<file path="config.mk">
export PLATFORM = sky130hd
export DESIGN_NAME = waveform_dm_sequencer_flat
export DESIGN_NICKNAME = d
export VERILOG_FILES = /design/src/rtl/waveform_dm_sequencer_if.sv /design/src/rtl/waveform_dm_sequencer.sv /design/src/flat_wrapper.sv
export SDC_FILE = /design/constraint.sdc
export NUM_CORES = 1
export LEC_CHECK = 0
export ABC_AREA = 1
export ABC_CLOCK_PERIOD_IN_PS = 2770
export BUFFER_PORTS_ARGS = -buffer_cell sky130_fd_sc_hd__buf_2
export CORE_ASPECT_RATIO = 0.7
export CORE_MARGIN = 4
export CORE_UTILIZATION = 45
export CTS_CLUSTER_SIZE = 12
export DETAILED_ROUTE_END_ITERATION = 7
export PLACE_DENSITY = 0.85
export SLEW_MARGIN = 20
export SYNTH_ARGS = -nofsm -noshare
export SYNTH_HDL_FRONTEND = slang
export SYNTH_SLANG_ARGS = --single-unit
</file>
<file path="constraint.sdc">
create_clock -name i_clk_in1 -period 2.77 [get_ports i_clk_in1]
set_input_delay 0.4155 -clock i_clk_in1 [delete_from_list [all_inputs] [get_ports i_clk_in1]]
set_output_delay 0.4155 -clock i_clk_in1 [all_outputs]
set_load 0.03 [all_outputs]
</file>
<file path="src/rtl/waveform_dm_sequencer_if.sv">
// Datamover command/status stream bundle for waveform_dm_sequencer.
// master: sequencer side (drives commands, accepts status).
// slave : datamover side (accepts commands, returns status, drives error pins).
//   s2mm_cmd_* / mm2s_cmd_* : 72-bit command streams
//   s2mm_sts_* / mm2s_sts_* : 8-bit status streams
//   s2mm_err / mm2s_err     : datamover error pins
interface waveform_dm_sequencer_if;
    logic [71:0] s2mm_cmd_tdata;
    logic        s2mm_cmd_tvalid;
    logic        s2mm_cmd_tready;
    logic [7:0]  s2mm_sts_tdata;
    logic        s2mm_sts_tvalid;
    logic        s2mm_sts_tready;
    logic [71:0] mm2s_cmd_tdata;
    logic        mm2s_cmd_tvalid;
    logic        mm2s_cmd_tready;
    logic [7:0]  mm2s_sts_tdata;
    logic        mm2s_sts_tvalid;
    logic        mm2s_sts_tready;
    logic        s2mm_err;
    logic        mm2s_err;

    modport master (
        output s2mm_cmd_tdata, s2mm_cmd_tvalid, input s2mm_cmd_tready,
        input  s2mm_sts_tdata, s2mm_sts_tvalid, output s2mm_sts_tready,
        output mm2s_cmd_tdata, mm2s_cmd_tvalid, input mm2s_cmd_tready,
        input  mm2s_sts_tdata, mm2s_sts_tvalid, output mm2s_sts_tready,
        input  s2mm_err, mm2s_err
    );

    modport slave (
        input  s2mm_cmd_tdata, s2mm_cmd_tvalid, output s2mm_cmd_tready,
        output s2mm_sts_tdata, s2mm_sts_tvalid, input s2mm_sts_tready,
        input  mm2s_cmd_tdata, mm2s_cmd_tvalid, output mm2s_cmd_tready,
        output mm2s_sts_tdata, mm2s_sts_tvalid, input mm2s_sts_tready,
        output s2mm_err, mm2s_err
    );
endinterface

</file>
<file path="src/rtl/waveform_dm_sequencer.sv">
// Command sequencer for the waveform BRAM datamover. Turns load (S2MM) and playback (MM2S)
// requests into 72-bit datamover commands, checks returned status, repeats playback for
// rd_repeat passes (0 = until rd_stop), arbitrates load over play and latches errors.
// Ports:
//   i_clk_in1, i_reset (sync, active-high)
//   i_wr_req/i_wr_addr/i_wr_btt          load request
//   i_rd_req/i_rd_addr/i_rd_btt/i_rd_repeat/i_rd_stop  playback request and stop
//   o_req_ack, o_done, o_busy, o_pass_cnt status to control logic
//   o_err, o_err_cause, o_err_sts, i_clear_err        sticky error reporting
//   io_dm                                 datamover streams (master modport)
// Optional: define WFM_DM_TIMEOUT_EN to add a status watchdog (TIMEOUT_CYCLES, cause 5).
module waveform_dm_sequencer #(
    parameter int unsigned BTT_WIDTH    = 23,
    parameter int unsigned REPEAT_WIDTH = 16
`ifdef WFM_DM_TIMEOUT_EN
    ,
    parameter int unsigned TIMEOUT_CYCLES = 65535
`endif
) (
    input  logic                    i_clk_in1,
    input  logic                    i_reset,
    input  logic                    i_wr_req,
    input  logic [31:0]             i_wr_addr,
    input  logic [BTT_WIDTH-1:0]    i_wr_btt,
    input  logic                    i_rd_req,
    input  logic [31:0]             i_rd_addr,
    input  logic [BTT_WIDTH-1:0]    i_rd_btt,
    input  logic [REPEAT_WIDTH-1:0] i_rd_repeat,
    input  logic                    i_rd_stop,
    output logic                    o_req_ack,
    output logic                    o_done,
    output logic                    o_busy,
    output logic [REPEAT_WIDTH-1:0] o_pass_cnt,
    output logic                    o_err,
    output logic [2:0]              o_err_cause,
    output logic [7:0]              o_err_sts,
    input  logic                    i_clear_err,
    waveform_dm_sequencer_if.master io_dm
);
    typedef enum logic [2:0] {StIdle, StWrCmd, StWrSts, StRdCmd, StRdSts, StErr} state_e;

    localparam logic [2:0] CauseBadSts = 3'd1;
    localparam logic [2:0] CauseTag    = 3'd2;
    localparam logic [2:0] CauseZero   = 3'd3;
    localparam logic [2:0] CausePin    = 3'd4;
    localparam logic [2:0] CauseTmo    = 3'd5;

    state_e                  r_state, w_state_next;
    logic [31:0]             r_addr;
    logic [BTT_WIDTH-1:0]    r_btt;
    logic [REPEAT_WIDTH-1:0] r_repeat, r_pass_cnt;
    logic [3:0]              r_tag, r_exp_tag;
    logic                    r_stop, r_done, r_err;
    logic [2:0]              r_err_cause;
    logic [7:0]              r_err_sts;

    logic                    w_req_ack, w_cmd_hs, w_done, w_pass_inc, w_set_err, w_timeout;
    logic [2:0]              w_cause, w_sts_cause;
    logic [7:0]              w_sts, w_err_sts;
    logic [BTT_WIDTH-1:0]    w_req_btt;
    logic [REPEAT_WIDTH:0]   w_pass_plus;
    logic                    w_stop, w_last_pass;

    // Stop may arrive in the same cycle as the final status handshake.
    assign w_stop      = r_stop | i_rd_stop;
    assign w_pass_plus = {1'b0, r_pass_cnt} + 1'b1;
    assign w_last_pass = (r_repeat != '0) && (w_pass_plus == {1'b0, r_repeat});
    assign w_req_btt   = i_wr_req ? i_wr_btt : i_rd_btt;
    assign w_sts       = (r_state == StWrSts) ? io_dm.s2mm_sts_tdata : io_dm.mm2s_sts_tdata;
    // Tag mismatch outranks a bad OK/error field.
    assign w_sts_cause = (w_sts[3:0] != r_exp_tag) ? CauseTag :
                         (!w_sts[7] || (w_sts[6:4] != 3'd0)) ? CauseBadSts : 3'd0;

`ifdef WFM_DM_TIMEOUT_EN
    logic [31:0] r_timer;
    always_ff @(posedge i_clk_in1) begin
        if (i_reset) begin
            r_timer <= '0;
        end else if ((w_state_next != r_state) || !(r_state inside {StWrSts, StRdSts})) begin
            r_timer <= '0;
        end else begin
            r_timer <= r_timer + 32'd1;
        end
    end
    assign w_timeout = (r_state inside {StWrSts, StRdSts}) && (r_timer == TIMEOUT_CYCLES - 1);
`else
    assign w_timeout = 1'b0;
`endif

    always_comb begin
        w_state_next = r_state;
        w_req_ack    = 1'b0;
        w_cmd_hs     = 1'b0;
        w_done       = 1'b0;
        w_pass_inc   = 1'b0;
        w_set_err    = 1'b0;
        w_cause      = 3'd0;
        w_err_sts    = 8'd0;
        unique case (r_state)
            StIdle: begin
                if (i_wr_req || i_rd_req) begin
                    w_req_ack = 1'b1;
                    if (w_req_btt == '0) begin
                        w_set_err    = 1'b1;
                        w_cause      = CauseZero;
                        w_state_next = StErr;
                    end else begin
                        w_state_next = i_wr_req ? StWrCmd : StRdCmd;
                    end
                end
            end
            StWrCmd: begin
                if (io_dm.s2mm_cmd_tready) begin
                    w_cmd_hs     = 1'b1;
                    w_state_next = StWrSts;
                end
            end
            StRdCmd: begin
                if (io_dm.mm2s_cmd_tready) begin
                    w_cmd_hs     = 1'b1;
                    w_state_next = StRdSts;
                end
            end
            StWrSts, StRdSts: begin
                if ((r_state == StWrSts) ? io_dm.s2mm_sts_tvalid : io_dm.mm2s_sts_tvalid) begin
                    if (w_sts_cause != 3'd0) begin
                        w_set_err    = 1'b1;
                        w_cause      = w_sts_cause;
                        w_err_sts    = w_sts;
                        w_state_next = StErr;
                    end else if (r_state == StWrSts) begin
                        w_done       = 1'b1;
                        w_state_next = StIdle;
                    end else begin
                        w_pass_inc = 1'b1;
                        if (w_stop || w_last_pass) begin
                            w_done       = 1'b1;
                            w_state_next = StIdle;
                        end else begin
                            w_state_next = StRdCmd;
                        end
                    end
                end else if (w_timeout) begin
                    w_set_err    = 1'b1;
                    w_cause      = CauseTmo;
                    w_state_next = StErr;
                end
            end
            StErr: begin
                if (i_clear_err) begin
                    w_state_next = StIdle;
                end
            end
            default: w_state_next = StIdle;
        endcase

        // Datamover error pins override any same-cycle status result.
        if ((r_state inside {StWrCmd, StWrSts, StRdCmd, StRdSts}) &&
            (io_dm.s2mm_err || io_dm.mm2s_err)) begin
            w_set_err    = 1'b1;
            w_cause      = CausePin;
            w_err_sts    = 8'd0;
            w_done       = 1'b0;
            w_pass_inc   = 1'b0;
            w_state_next = StErr;
        end
    end

    always_ff @(posedge i_clk_in1) begin
        if (i_reset) begin
            r_state     <= StIdle;
            r_addr      <= '0;
            r_btt       <= '0;
            r_repeat    <= '0;
            r_pass_cnt  <= '0;
            r_tag       <= '0;
            r_exp_tag   <= '0;
            r_stop      <= 1'b0;
            r_done      <= 1'b0;
            r_err       <= 1'b0;
            r_err_cause <= 3'd0;
            r_err_sts   <= 8'd0;
        end else begin
            r_state <= w_state_next;
            r_done  <= w_done;
            if (w_req_ack) begin
                r_addr     <= i_wr_req ? i_wr_addr : i_rd_addr;
                r_btt      <= w_req_btt;
                r_repeat   <= i_rd_repeat;
                r_pass_cnt <= '0;
            end
            if (w_cmd_hs) begin
                r_exp_tag <= r_tag;
                r_tag     <= r_tag + 4'd1;
            end
            if (w_pass_inc && !(&r_pass_cnt)) begin
                r_pass_cnt <= r_pass_cnt + 1'b1;
            end
            if (w_state_next == StIdle) begin
                r_stop <= 1'b0;
            end else if ((r_state inside {StRdCmd, StRdSts}) && i_rd_stop) begin
                r_stop <= 1'b1;
            end
            if (w_set_err) begin
                r_err       <= 1'b1;
                r_err_cause <= w_cause;
                r_err_sts   <= w_err_sts;
            end else if ((r_state == StErr) && i_clear_err) begin
                r_err       <= 1'b0;
                r_err_cause <= 3'd0;
                r_err_sts   <= 8'd0;
            end
        end
    end

    // One command word serves both streams; only the tvalid differs.
    logic [71:0] w_cmd;
    assign w_cmd = {4'h0, r_tag, r_addr, 1'b0, 1'b1, 6'd0, 1'b1, 23'(r_btt)};

    assign io_dm.s2mm_cmd_tdata  = w_cmd;
    assign io_dm.mm2s_cmd_tdata  = w_cmd;
    assign io_dm.s2mm_cmd_tvalid = (r_state == StWrCmd);
    assign io_dm.mm2s_cmd_tvalid = (r_state == StRdCmd);
    assign io_dm.s2mm_sts_tready = (r_state == StWrSts) || (r_state == StErr);
    assign io_dm.mm2s_sts_tready = (r_state == StRdSts) || (r_state == StErr);

    assign o_req_ack   = w_req_ack;
    assign o_done      = r_done;
    assign o_busy      = (r_state != StIdle);
    assign o_pass_cnt  = r_pass_cnt;
    assign o_err       = r_err;
    assign o_err_cause = r_err_cause;
    assign o_err_sts   = r_err_sts;
endmodule

</file>
<file path="src/flat_wrapper.sv">
// flat-port wrapper written by rule: the top's interface ports become plain ports
module waveform_dm_sequencer_flat 
#(
    parameter int unsigned BTT_WIDTH    = 23,
    parameter int unsigned REPEAT_WIDTH = 16

)
  (i_clk_in1, i_reset, i_wr_req, i_wr_addr, i_wr_btt, i_rd_req, i_rd_addr, i_rd_btt, i_rd_repeat, i_rd_stop, o_req_ack, o_done, o_busy, o_pass_cnt, o_err, o_err_cause, o_err_sts, i_clear_err, io_dm_s2mm_cmd_tdata, io_dm_s2mm_cmd_tvalid, io_dm_s2mm_cmd_tready, io_dm_s2mm_sts_tdata, io_dm_s2mm_sts_tvalid, io_dm_s2mm_sts_tready, io_dm_mm2s_cmd_tdata, io_dm_mm2s_cmd_tvalid, io_dm_mm2s_cmd_tready, io_dm_mm2s_sts_tdata, io_dm_mm2s_sts_tvalid, io_dm_mm2s_sts_tready, io_dm_s2mm_err, io_dm_mm2s_err);
  waveform_dm_sequencer_if io_dm_i ();
  input  logic i_clk_in1;
  input  logic i_reset;
  input  logic i_wr_req;
  input  logic [31:0] i_wr_addr;
  input  logic [BTT_WIDTH-1:0] i_wr_btt;
  input  logic i_rd_req;
  input  logic [31:0] i_rd_addr;
  input  logic [BTT_WIDTH-1:0] i_rd_btt;
  input  logic [REPEAT_WIDTH-1:0] i_rd_repeat;
  input  logic i_rd_stop;
  output logic o_req_ack;
  output logic o_done;
  output logic o_busy;
  output logic [REPEAT_WIDTH-1:0] o_pass_cnt;
  output logic o_err;
  output logic [2:0] o_err_cause;
  output logic [7:0] o_err_sts;
  input  logic i_clear_err;
  output wire logic [$bits(io_dm_i.s2mm_cmd_tdata)-1:0] io_dm_s2mm_cmd_tdata;
  output wire logic [$bits(io_dm_i.s2mm_cmd_tvalid)-1:0] io_dm_s2mm_cmd_tvalid;
  input wire logic [$bits(io_dm_i.s2mm_cmd_tready)-1:0] io_dm_s2mm_cmd_tready;
  input wire logic [$bits(io_dm_i.s2mm_sts_tdata)-1:0] io_dm_s2mm_sts_tdata;
  input wire logic [$bits(io_dm_i.s2mm_sts_tvalid)-1:0] io_dm_s2mm_sts_tvalid;
  output wire logic [$bits(io_dm_i.s2mm_sts_tready)-1:0] io_dm_s2mm_sts_tready;
  output wire logic [$bits(io_dm_i.mm2s_cmd_tdata)-1:0] io_dm_mm2s_cmd_tdata;
  output wire logic [$bits(io_dm_i.mm2s_cmd_tvalid)-1:0] io_dm_mm2s_cmd_tvalid;
  input wire logic [$bits(io_dm_i.mm2s_cmd_tready)-1:0] io_dm_mm2s_cmd_tready;
  input wire logic [$bits(io_dm_i.mm2s_sts_tdata)-1:0] io_dm_mm2s_sts_tdata;
  input wire logic [$bits(io_dm_i.mm2s_sts_tvalid)-1:0] io_dm_mm2s_sts_tvalid;
  output wire logic [$bits(io_dm_i.mm2s_sts_tready)-1:0] io_dm_mm2s_sts_tready;
  input wire logic [$bits(io_dm_i.s2mm_err)-1:0] io_dm_s2mm_err;
  input wire logic [$bits(io_dm_i.mm2s_err)-1:0] io_dm_mm2s_err;
  assign io_dm_s2mm_cmd_tdata = io_dm_i.s2mm_cmd_tdata;
  assign io_dm_s2mm_cmd_tvalid = io_dm_i.s2mm_cmd_tvalid;
  assign io_dm_i.s2mm_cmd_tready = io_dm_s2mm_cmd_tready;
  assign io_dm_i.s2mm_sts_tdata = io_dm_s2mm_sts_tdata;
  assign io_dm_i.s2mm_sts_tvalid = io_dm_s2mm_sts_tvalid;
  assign io_dm_s2mm_sts_tready = io_dm_i.s2mm_sts_tready;
  assign io_dm_mm2s_cmd_tdata = io_dm_i.mm2s_cmd_tdata;
  assign io_dm_mm2s_cmd_tvalid = io_dm_i.mm2s_cmd_tvalid;
  assign io_dm_i.mm2s_cmd_tready = io_dm_mm2s_cmd_tready;
  assign io_dm_i.mm2s_sts_tdata = io_dm_mm2s_sts_tdata;
  assign io_dm_i.mm2s_sts_tvalid = io_dm_mm2s_sts_tvalid;
  assign io_dm_mm2s_sts_tready = io_dm_i.mm2s_sts_tready;
  assign io_dm_i.s2mm_err = io_dm_s2mm_err;
  assign io_dm_i.mm2s_err = io_dm_mm2s_err;
  waveform_dm_sequencer #(.BTT_WIDTH(BTT_WIDTH), .REPEAT_WIDTH(REPEAT_WIDTH)) u_core (.i_clk_in1(i_clk_in1), .i_reset(i_reset), .i_wr_req(i_wr_req), .i_wr_addr(i_wr_addr), .i_wr_btt(i_wr_btt), .i_rd_req(i_rd_req), .i_rd_addr(i_rd_addr), .i_rd_btt(i_rd_btt), .i_rd_repeat(i_rd_repeat), .i_rd_stop(i_rd_stop), .o_req_ack(o_req_ack), .o_done(o_done), .o_busy(o_busy), .o_pass_cnt(o_pass_cnt), .o_err(o_err), .o_err_cause(o_err_cause), .o_err_sts(o_err_sts), .i_clear_err(i_clear_err), .io_dm(io_dm_i));
endmodule
</file>
# Word level (Yosys, flattened, before mapping)
# Cells that the tools add are included.
[totals] regBits=112 output_inout_bits=179
[classes] add_sub_neg=3 n_eq_ne=7 n_mux=54 n_bitwise=3 n_reduce_logical=28
[op_table] operator="two-way mux 8 bit" n=7
[op_table] operator="two-way mux 3 bit" n=16
[op_table] operator="two-way mux 16 bit" n=2
[op_table] operator="two-way mux 32 bit" n=1
[op_table] operator="zero test 23 bit" n=1
[op_table] operator="two-way mux 23 bit" n=1
[op_table] operator="two-way mux 1 bit" n=20
[op_table] operator="adder 16 x 1 -> 17 bit, second input constant" n=1
[op_table] operator="== test 17 x 16 -> 1 bit" n=1
[op_table] operator="adder 16 x 1 -> 16 bit, second input constant" n=1
[op_table] operator="AND reduction 16 bit" n=1
[op_table] operator="nonzero test 16 bit" n=1
[op_table] operator="one-hot mux 3 bit (5 select lines)" n=1
[op_table] operator="nonzero test 3 bit" n=3
[op_table] operator="== test 3 x 2 -> 1 bit, second input constant" n=2
[op_table] operator="== test 3 bit, second input constant" n=2
[op_table] operator="zero test 3 bit" n=2
[op_table] operator="logical OR 1 bit" n=6
[op_table] operator="two-way mux 2 bit" n=3
[op_table] operator="one-hot mux 3 bit (2 select lines)" n=1
[op_table] operator="nonzero test 2 bit" n=3
[op_table] operator="logical AND 1 bit" n=5
[op_table] operator="OR reduction 5 bit" n=1
[op_table] operator="adder 4 x 1 -> 4 bit, second input constant" n=1
[op_table] operator="8 further kinds" n=12

# Depth between registers and ports, before layout
# Gate-level depths: netlist (run 1).
[logic_depth] depth_word=13 depth_mapped=19

# Worst setup path before layout (run 1)
# No wires, ideal clock.
[synth_timing] path_kind="reg-to-reg" startpoint="register u_core.r_pass_cnt[0] (netlist: u_core.o_pass_cnt[0])" endpoint="register u_core.r_pass_cnt[6] (netlist: u_core.o_pass_cnt[6])" setup_time_ns=0.070 arrival_time_ns=2.388 required_ns=2.700 setup_slack_ns=0.312 stages_incl_launch_ff=13 path_buffers=1 path_cell_list="dfxtp_1 -> ha_1 -> nand2_1 -> nor2_1 -> nand4_1 -> nor3_1 -> nor2_1 -> nand2_1 -> nor3_4 -> nor2_2 -> buf_2 -> nand2_1 -> a21oi_1"
[synth_via] elab_chain_len=4 elab_cells_between_ends=6 cone_classes="add/sub (1); mux (1); reduce/logical (4)"
[synth_lines] element="from (decl)" line="waveform_dm_sequencer.sv:51" text="logic [REPEAT_WIDTH-1:0] r_repeat, r_pass_cnt;"
[synth_lines] element="from (signal assigned)" line="waveform_dm_sequencer.sv:197" text="r_pass_cnt <= r_pass_cnt + 1'b1;"
[synth_lines] element="branches (longest 4 deep; another with adder 16 x 1 -> 16 bit)"
# Parallel ways; which one is timed is not known.
# A chain may end at the register's enable or synchronous reset.

# Final worst setup path (run 1)
[layout_timing] startpoint="register u_core.r_state[1]" endpoint="output o_req_ack"
[layout_via] elab_chain_len=2
[layout_lines] element="from (decl)" line="waveform_dm_sequencer.sv:48" text="state_e r_state, w_state_next;"
[layout_lines] element="from (signal assigned)" line="waveform_dm_sequencer.sv:171" text="r_state <= StIdle;"
[layout_lines] element="from (signal assigned)" line="waveform_dm_sequencer.sv:184" text="r_state <= w_state_next;"
[layout_lines] element="zero test 3 bit" line="waveform_dm_sequencer.sv:99" text="unique case (r_state)"
[layout_lines] element="two-way mux 1 bit" line="waveform_dm_sequencer.sv:99"
[layout_lines] element="to (decl)" line="flat_wrapper.sv:20" text="output logic o_req_ack;"
# Every way passes these cells.

==> impl_metrics.tcl, run 1 <==
set metrics [dict create \
    status "finished clean" \
    synth_top_area_cell "dfxtp_1" \
    crit_path_frequent_cell "nor2_1" \
    synth_warnings 0 \
    htree_levels 3 \
    viasPerCell 5.093 \
    crit_fanout 52 \
    maxCapViolations 0 \
    cts_buffers 9 \
    met1Wirelength_um 9044 \
    grt_pass1_vias 6172 \
    path_class "register to output port" \
    slowest_delay_ns 0.39 \
    hp-class "input pin to register" \
    slowest_stage "dfxtp_1" \
    drt_pass1_iterations 5 \
    die_w_um 149.5 \
    power.internal_mw 3.952 \
    synth-seq-cells 112 \
    root_buffer "clkbuf_16" \
    leakage_nw 4.027 \
    synth_ff_type "dfxtp_1" \
    post_drt_wl_per_cell_um 15.50 \
    numPortBuffers 306 \
    initial_core_util_pct 46.91 \
    totalWireLength_um 20660 \
    p_switching_mw 4.080 \
    place_hpwl_um 16390 \
    met3WireLength_um 1933 \
    synth_top_area_share_pct 35.55 \
    min_period_over_period_pct 89.71 \
    antenna_found_initial 1 \
    grt_setup_unrepaired "false" \
    final.setup_skew_ns 0.01179 \
    clkTransAtPathRegs_ns 0.07 \
    cts_max_path_buffers 2 \
    async_reset_ff_share_pct 0 \
    grt_max_degree 53 \
    cts.sink_count 112 \
    fin_ws_ns 0.2850 \
    drtIter0Drc 554 \
    synth_cells 913 \
    synth_area_um2 6307 \
    finalHoldViolations 0 \
    ys_types 39 \
    ir_worst_vdd_uv 745.1 \
    cts_tree "done" \
    synth-edff-count 0 \
    arrival_ns 2.07 \
    routed.top_layer "met5" \
    relSlewSlack_pct 61.77 \
    place_inst 1318 \
    pwr-share-clk_pct 15.5 \
    grt_pass1_wl_um 31710 \
    rows 35 \
    final_area_um2 7806 \
    seqPwrFrac_pct 31.0 \
    core_um2 13440 \
    powerDensity_nw_per_um2 1029 \
    pin_count 333 \
    required_ns 2.35 \
    synth.avg_cell_area_um2 6.908 \
    dieArea_um2 16000 \
    yosys-top-cells-area "dfxtp_1 36%, nand2_1 14%, buf_4 10%, a21oi_1 5.6%, o21ai_0 4.8%" \
    clk_latency_ns 0.34 \
    grt_use_total_pct 24.69 \
    wl_met2_um 9370 \
    ys_seq_area_share_pct 35.55 \
    sw_frac_of_total_pct 50.80 \
    dp_slack_ns 0.2479 \
    n_antenna_cell 0 \
    syn_to_final_growth_pct 23.77 \
    grt_overflow 0 \
    period_needed_ns 2.485 \
    max_slew.worst_pin.slew_ns 0.5700 \
    maxSlewViolCount 0 \
    end_kind "output port" \
    start_kind "register" \
    cp_cell_sequence "nor2_1 > inv_1 > nor2_1 > inv_2 > nor2_4 > buf_12 > buf_2" \
    gp_congestion 0.9863 \
    pwr-share-comb_pct 53.5 \
    hold_slack_ns 0.3338 \
    stdcell_count 1333 \
    die_h_um 107.1 \
    drc 0 \
    p_total_mw 8.032 \
    fin_nets 1300 \
    drive_above_1_share_pct 31.27 \
    setup_viol 0 \
    vias 6789 \
    setup_tns_ns 0 \
    placed_area_um2 7512 \
    antenna_left 0 \
    clock.fmax_ghz 0.4024 \
    fin_util_pct 58.06 \
]
synthesized netlist by cell type, types with 3 or more instances:
cell and number:
inv_2 11, dfxtp_1 112, o21a_1 20, buf_4 85, a31oi_1 33, xor2_1 8, xnor2_1 3, a21oi_1 70
nand2_1 227, nand4_1 16, or2_1 4, o22ai_1 5, inv_1 65, clkbuf_1 35, mux2i_1 17, buf_2 4
nor2_1 48, nand3_1 49, o21ai_1 10, o21ai_0 60, nor3_1 7
registers in the layout (all words and copies together) (netlist names), 4 cells and up:
register	count
u_core.o_err_sts	8
u_core.o_pass_cnt	16
u_core.r_addr	32
u_core.r_btt	23
u_core.r_exp_tag	4
u_core.r_repeat	16
u_core.r_tag	4
layer usage:
metal / GRT usage, % / up-vias
li1: - / 3355
met1: 33.75 / 3075
met2: 39.87 / 330
met3: 5.492 / 27
met4: 5.748 / 2
met5: 0 / -
cell usage in the layout (no fill, tap or decap), types with 3 or more instances in the layout:
master,Yosys,routed
buf_2,4,306
nand2_1,227,227
dfxtp_1,112,112
a21oi_1,70,70
inv_1,65,64
o21ai_0,60,60
nand3_1,49,49
nor2_1,48,47
a31oi_1,33,33
conb_1,2,26
o21a_1,20,20
mux2i_1,17,17
nand4_1,16,16
buf_4,85,15
inv_2,11,11
o21ai_1,10,10
clkbuf_16,0,9
xor2_1,8,8
nor3_1,7,7
o22ai_1,5,5
or2_1,4,4
nor2_4,1,3
xnor2_1,3,3
clkinv_4,0,3
kinds of logic after synthesis:
| group | share of synthesized area, % |
|---|---|
| AO/OA/AOI/OAI | 18.01 |
| XOR/XNOR | 1.528 |
| adder cells (fa/ha/maj) | 0.3967 |
| buffers and inverters | 17.40 |
| flip-flops | 35.55 |
| multiplexers | 2.698 |
| other | 0.1191 |
| AND/OR/NAND/NOR | 24.30 |
area by class of cell:
cell class                 count  area (um^2)
clock buffer                  10        239.0
clock inverter                 5        42.54
fill                        1268         5638
inverter                      77        289.0
multi-input combinational    621         3078
sequential                   112         2242
tap                          185        231.5
timing repair buffer         323         1684
worst paths after layout:
path	from	endpoint	slack (ns)	cells past startpoint
worst min-delay path	i_rd_addr[12]	u_core.r_addr[12]	0.33	3
worst max-delay path	u_core.r_state[1]	o_req_ack	0.28	7
worst max register to register	u_core.r_state[1]	u_core.o_err_sts[1]	0.33	12
worst min register to register	u_core.o_err_cause[1]	u_core.o_err_cause[1]	0.48	2
worst max-delay path: cells and delay by family (launching register included):
kind                   cells  cell delay [ns]
buffers and inverters      4             0.67
DFF                        1             0.39
and+or+nand+nor            3             0.66
power groups by stage:
stage / combinational (mW) / sequential (mW) / clock, mW
6_report: 4.29 / 2.49 / 1.25
5_1_grt: 4.64 / 2.55 / 1.33
4_1_cts: 4.29 / 2.48 / 1.28
3_5_place_dp: 4.29 / 2.50 / 0
3_3_place_gp: 4.23 / 2.50 / 0
2_1_floorplan: 2.74 / 3.13 / 0
what timing repair did:
action,in CTS,in global routing
hold buffers,0,0
buffers inserted,0,0
endpoints found under the setup margin,0,17
gates resized for setup,0,2
Note: power is estimated with default switching activity, not from simulation.
==> run 2: changes to the inputs <==
CORE_AREA = 4 4 127 129   (was unset)
CORE_ASPECT_RATIO = unset   (was 0.7)
CORE_MARGIN = unset   (was 4)
CORE_UTILIZATION = unset   (was 45)
DIE_AREA = 0 0 131 133   (was unset)
PLACE_DENSITY = 0.8   (was 0.85)
==> impl_metrics.tcl, run 2 (synthesis results as in run 1) <==
set metrics [dict create \
    antenna_left 0 \
    pwr-share-comb_pct 52.7 \
    routed.top_layer "met4" \
    end_kind "output port" \
    max_slew.worst_pin.slew_ns 0.5618 \
    sw_frac_of_total_pct 50.63 \
    grt_pass1_vias 6267 \
    r2r_start "u_core.r_state[1]" \
    required_ns 2.35 \
    status "finished clean" \
    final_cell_mix "306 x buf_2, 227 x nand2_1, 112 x dfxtp_1" \
    die_w_um 131 \
    seqPwrFrac_pct 30.7 \
    htree_levels 3 \
    post_drt_wl_per_cell_um 15.30 \
    maxSlewViolCount 0 \
    leakage_nw 4.013 \
    hold_depth 3 \
    initial_core_util_pct 41.96 \
    cts_max_path_buffers 2 \
    fillers 1498 \
    syn_to_final_growth_pct 23.55 \
    dieArea_um2 17420 \
    crit_path_frequent_cell "nor2_1" \
    crit_fanout 34 \
    fin_util_pct 51.84 \
    reg.largest.list "u_core.r_addr x32, u_core.r_btt x23" \
    slowest_stage "dfxtp_1" \
    period_needed_ns 2.612 \
    drive_above_1_share_pct 31.27 \
    ir_worst_vdd_uv 1432 \
    slowest_delay_ns 0.40 \
    p_switching_mw 4.093 \
    grt_overflow 0 \
    layout.cells.most_common "buf_2" \
    pwr-share-clk_pct 16.6 \
    drt_pass1_iterations 6 \
    die_h_um 133 \
    path_class "register to output port" \
    hp-start "i_rd_addr[19]" \
    min_period_over_period_pct 94.31 \
    relSlewSlack_pct 62.32 \
    drc 0 \
    n_antenna_cell 0 \
    place_hpwl_um 16040 \
    clk_latency_ns 0.36 \
    clock.fmax_ghz 0.3828 \
    arrival_ns 2.20 \
    grt_setup_unrepaired "false" \
    final_area_um2 7792 \
    antenna_found_initial 0 \
    largest_reg_flops 32 \
    grt_max_degree 48 \
    final.setup_skew_ns 0.008966 \
    hold_end "u_core.r_addr[19]" \
    cts.sink_count 112 \
    powerDensity_nw_per_um2 1038 \
    gp_congestion 0.9133 \
    finalHoldViolations 0 \
    rr_endpoint "u_core.o_err_sts[0]" \
    grt_use_total_pct 22.40 \
    fin_nets 1296 \
    start_kind "register" \
    grt_pass1_wl_um 31100 \
    rrSetupSlack_ns 0.19 \
    wl_met2_um 10360 \
    hp-class "input pin to register" \
    cts_buffers 9 \
    cts_tree "done" \
    met1Wirelength_um 7965 \
    setup_tns_ns 0 \
    power.internal_mw 3.992 \
    r2r_cells 12 \
    hold_slack_ns 0.3107 \
    pin_count 333 \
    rows 45 \
    placed_area_um2 7473 \
    top_register "u_core.r_addr" \
    met3WireLength_um 1534 \
    cp_cell_sequence "nor2_1 > inv_1 > nor2_1 > inv_2 > nor2_4 > buf_6 > buf_2" \
    viasPerCell 5.015 \
    setup_viol 0 \
    root_buffer "clkbuf_16" \
    clkTransAtPathRegs_ns 0.08 \
    vias 6685 \
    cts_hold_buf 0 \
    totalWireLength_um 20400 \
    drtIter0Drc 376 \
    numPortBuffers 306 \
    maxCapViolations 0 \
    core_um2 15030 \
]
run 2: final cells by class:
cell class | instances | area [um^2] | share of cell area [%]
Clock buffer | 9 | 225.2 | 2.890
Clock inverter | 7 | 77.57 | 0.9955
Inverter | 77 | 289.0 | 3.709
Multi-Input combinational cell | 621 | 3078 | 39.50
Sequential cell | 112 | 2242 | 28.77
Tap cell | 188 | 235.2 | 3.019
Timing Repair Buffer | 319 | 1645 | 21.11
run 2: what timing repair did:
| item | 4_1_cts | 5_1_grt |
|---|---|---|
| resized for setup | 0 | 4 |
| buffers inserted | 0 | 0 |
| setup endpoints to repair | 0 | 22 |
run 2: metal layers:
metal / vias up / GRT usage (%)
met3: 30 / 6.096
met1: 3035 / 25.67
met4: 0 / 7.771
met2: 281 / 39.45
li1: 3339 / -
met5: - / 0
run 2: worst max-delay path by stage:
stage / from / end / depth (start not counted) / slack, ns
3_3_place_gp: u_core.r_state[1] / u_core.o_err_sts[0] / 12 / 0.27
4_1_cts: u_core.r_state[1] / o_req_ack / 7 / 0.04
5_1_grt: u_core.r_state[1] / u_core.o_err_sts[0] / 12 / 0.005
3_5_place_dp: u_core.r_state[1] / u_core.o_err_sts[0] / 12 / 0.12
6_report: u_core.r_state[1] / o_req_ack / 7 / 0.16
2_1_floorplan: u_core.o_pass_cnt[0] / u_core.o_pass_cnt[6] / 12 / 0.31
run 2: per-stage QoR:
stage	setup slack (ns)	total power [mW]	cells
after floorplan	0.3116	5.871	937
after global placement	0.2740	6.729	1317
after detailed placement	0.1196	6.771	1317
after CTS	0.03829	8.123	1333
after global routing	0.004663	8.571	1333
final	0.1576	8.085	1333
run 2: worst max-delay path: cells and delay by family (launching register included):
kind          cells  cell delay [ns]
buf+inv           4             0.71
flops             1             0.40
simple gates      3             0.71
run 2: power by group through the flow:
stage                     clock, mW  combinational, mW  sequential [mW]
after floorplan                   0               2.74             3.13
after global placement            0               4.22             2.51
after detailed placement          0               4.26             2.51
after CTS                      1.37               4.27             2.48
after global routing           1.44               4.59             2.54
final                          1.34               4.26             2.48
==> run 3: changes to the inputs <==
--- a/config.mk
+++ b/config.mk
@@ -14,2 +14,3 @@
 export DIE_AREA = 0 0 131 133
+export GPL_TIMING_DRIVEN = 0
 export PLACE_DENSITY = 0.8
==> constraint.sdc (replaced) <==
create_clock -name i_clk_in1 -period 2.77 [get_ports i_clk_in1]
set_input_delay 0 -clock i_clk_in1 [delete_from_list [all_inputs] [get_ports i_clk_in1]]
set_output_delay 0 -clock i_clk_in1 [all_outputs]
set_load 0.03 [all_outputs]
==> impl_metrics.tcl, run 3 (synthesis results as in run 1) <==
set metrics [dict create \
    status "finished clean" \
    relSlewSlack_pct 47.54 \
    min_period_over_period_pct 91.65 \
    cp_cell_sequence "nor2_1 > inv_1 > nor2_1 > inv_2 > nor2_1 > clkbuf_4 > clkbuf_4 > o21ai_0 > a31oi_1 > dlygate4sd3_1" \
    vias 7909 \
    drc 0 \
    seq_area_um2 2242 \
    setup_tns_ns 0 \
    clkTransAtPathRegs_ns 0.08 \
    hp-class "input pin to register" \
    fin_ws_ns 0.2312 \
    multi_input_area_um2 3079 \
    fillers 1271 \
    drive_above_1_share_pct 32.64 \
    place_hpwl_um 17860 \
    grt_pass1_vias 7572 \
    clock.fmax_ghz 0.3939 \
    rrSetupSlack_ns 0.23 \
    root_buffer "clkbuf_16" \
    grt_setup_unrepaired "false" \
    powerDensity_nw_per_um2 959.8 \
    maxCapViolations 0 \
    numPortBuffers 306 \
    grt_use_total_pct 28.98 \
    post_drt_wl_per_cell_um 16.91 \
    slowest_stage "dlygate4sd3_1" \
    top_register "u_core.r_addr" \
    dp_slack_ns -0.1376 \
    final_cell_mix "309 x buf_2, 227 x nand2_1, 112 x dfxtp_1" \
    grt_overflow 0 \
    final.setup_skew_ns 0.008692 \
    final_area_um2 9414 \
    hold_slack_ns 0.01916 \
    required_ns 3.07 \
    drt_pass1_iterations 5 \
    totalWireLength_um 25970 \
    path_delay_family "buffers and inverters" \
    dieArea_um2 17420 \
    layout.cells.most_common "buf_2" \
    path_class "register to register" \
    setup_viol 0 \
    rows 45 \
    maxSlewViolCount 0 \
    core_um2 15030 \
    reg.largest.list "u_core.r_addr x32, u_core.r_btt x23" \
    cts_max_path_buffers 2 \
    drtIter0Drc 606 \
    antenna_found_initial 0 \
    cts_tree "done" \
    arrival_ns 2.84 \
    period_needed_ns 2.539 \
    fin_util_pct 62.62 \
    end_kind "register" \
    gp_congestion 0.9302 \
    die_w_um 131 \
    initial_core_util_pct 41.96 \
    fin_nets 1499 \
    die_h_um 133 \
    pin_count 333 \
    n_antenna_cell 0 \
    syn_to_final_growth_pct 49.26 \
    cts.sink_count 112 \
    antenna_left 0 \
    crit_fanout 10 \
    htree_levels 3 \
    start_kind "register" \
    cts_buffers 9 \
    grt_pass1_wl_um 39700 \
    finalHoldViolations 0 \
    leakage_nw 4.852 \
    max_slew.worst_pin.slew_ns 0.7869 \
    grt_max_degree 19 \
    clk_latency_ns 0.36 \
    path_buf_inv 5 \
    viasPerCell 5.149 \
    slowest_delay_ns 0.58 \
    largest_reg_flops 32 \
    placed_area_um2 8164 \
    crit_path_frequent_cell "nor2_1" \
    ir_worst_vdd_uv 791.0 \
]
run 3: worst paths after layout:
kind / start / to / depth (start not counted)
setup / recovery: u_core.r_state[1] / u_core.r_addr[1] / 10
hold / removal: i_wr_btt[20] / u_core.r_btt[20] / 5
setup reg to reg: u_core.r_state[1] / u_core.r_addr[1] / 10
hold reg to reg: u_core.o_err_cause[2] / u_core.o_err_cause[2] / 2
run 3: tightest hold or removal path, delay by kind of cell:
family                 cells  cell delay [ns]
and+or+nand+nor            3             0.19
AOI/OAI and AO/OA          1             0.05
buffers and inverters      1             0.09
run 3: per-layer routing:
layer | share of wire, % | GRT usage (%)
met1 | 36 | 32.80
met2 | 51 | 51.44
met3 | 8.0 | 6.702
met4 | 4.5 | 11.83
met5 | 0 | 0
run 3: area by class of cell:
type,count,area share (%)
Multi-Input combinational cell,621,32.71
Timing Repair Buffer,395,25.68
Sequential cell,112,23.82
Buffer,127,8.705
Inverter,77,3.070
Clock buffer,10,2.539
Tap cell,188,2.499
Clock inverter,6,0.9835
run 3: report_power, final:
group	switching, mW	internal [mW]	total, mW
clock network	0.639	0.822	1.46
logic	3.37	1.67	5.05
registers	0.420	2.11	2.53
total	4.43	4.60	9.04
run 3: what timing repair did:
item | in CTS | in global routing
setup buffers | 0 | 2
setup endpoints to repair | 11 | 21
pin swaps | 0 | 1
hold endpoints to repair | 53 | 0
hold buffers | 87 | 0
resized for setup | 3 | 11
run 3: per-stage QoR:
step / total power, mW / cells
2_1_floorplan: 5.871 / 937
3_3_place_gp: 7.286 / 1431
3_5_place_dp: 7.340 / 1431
4_1_cts: 8.925 / 1534
5_1_grt: 9.508 / 1536
6_report: 9.036 / 1536
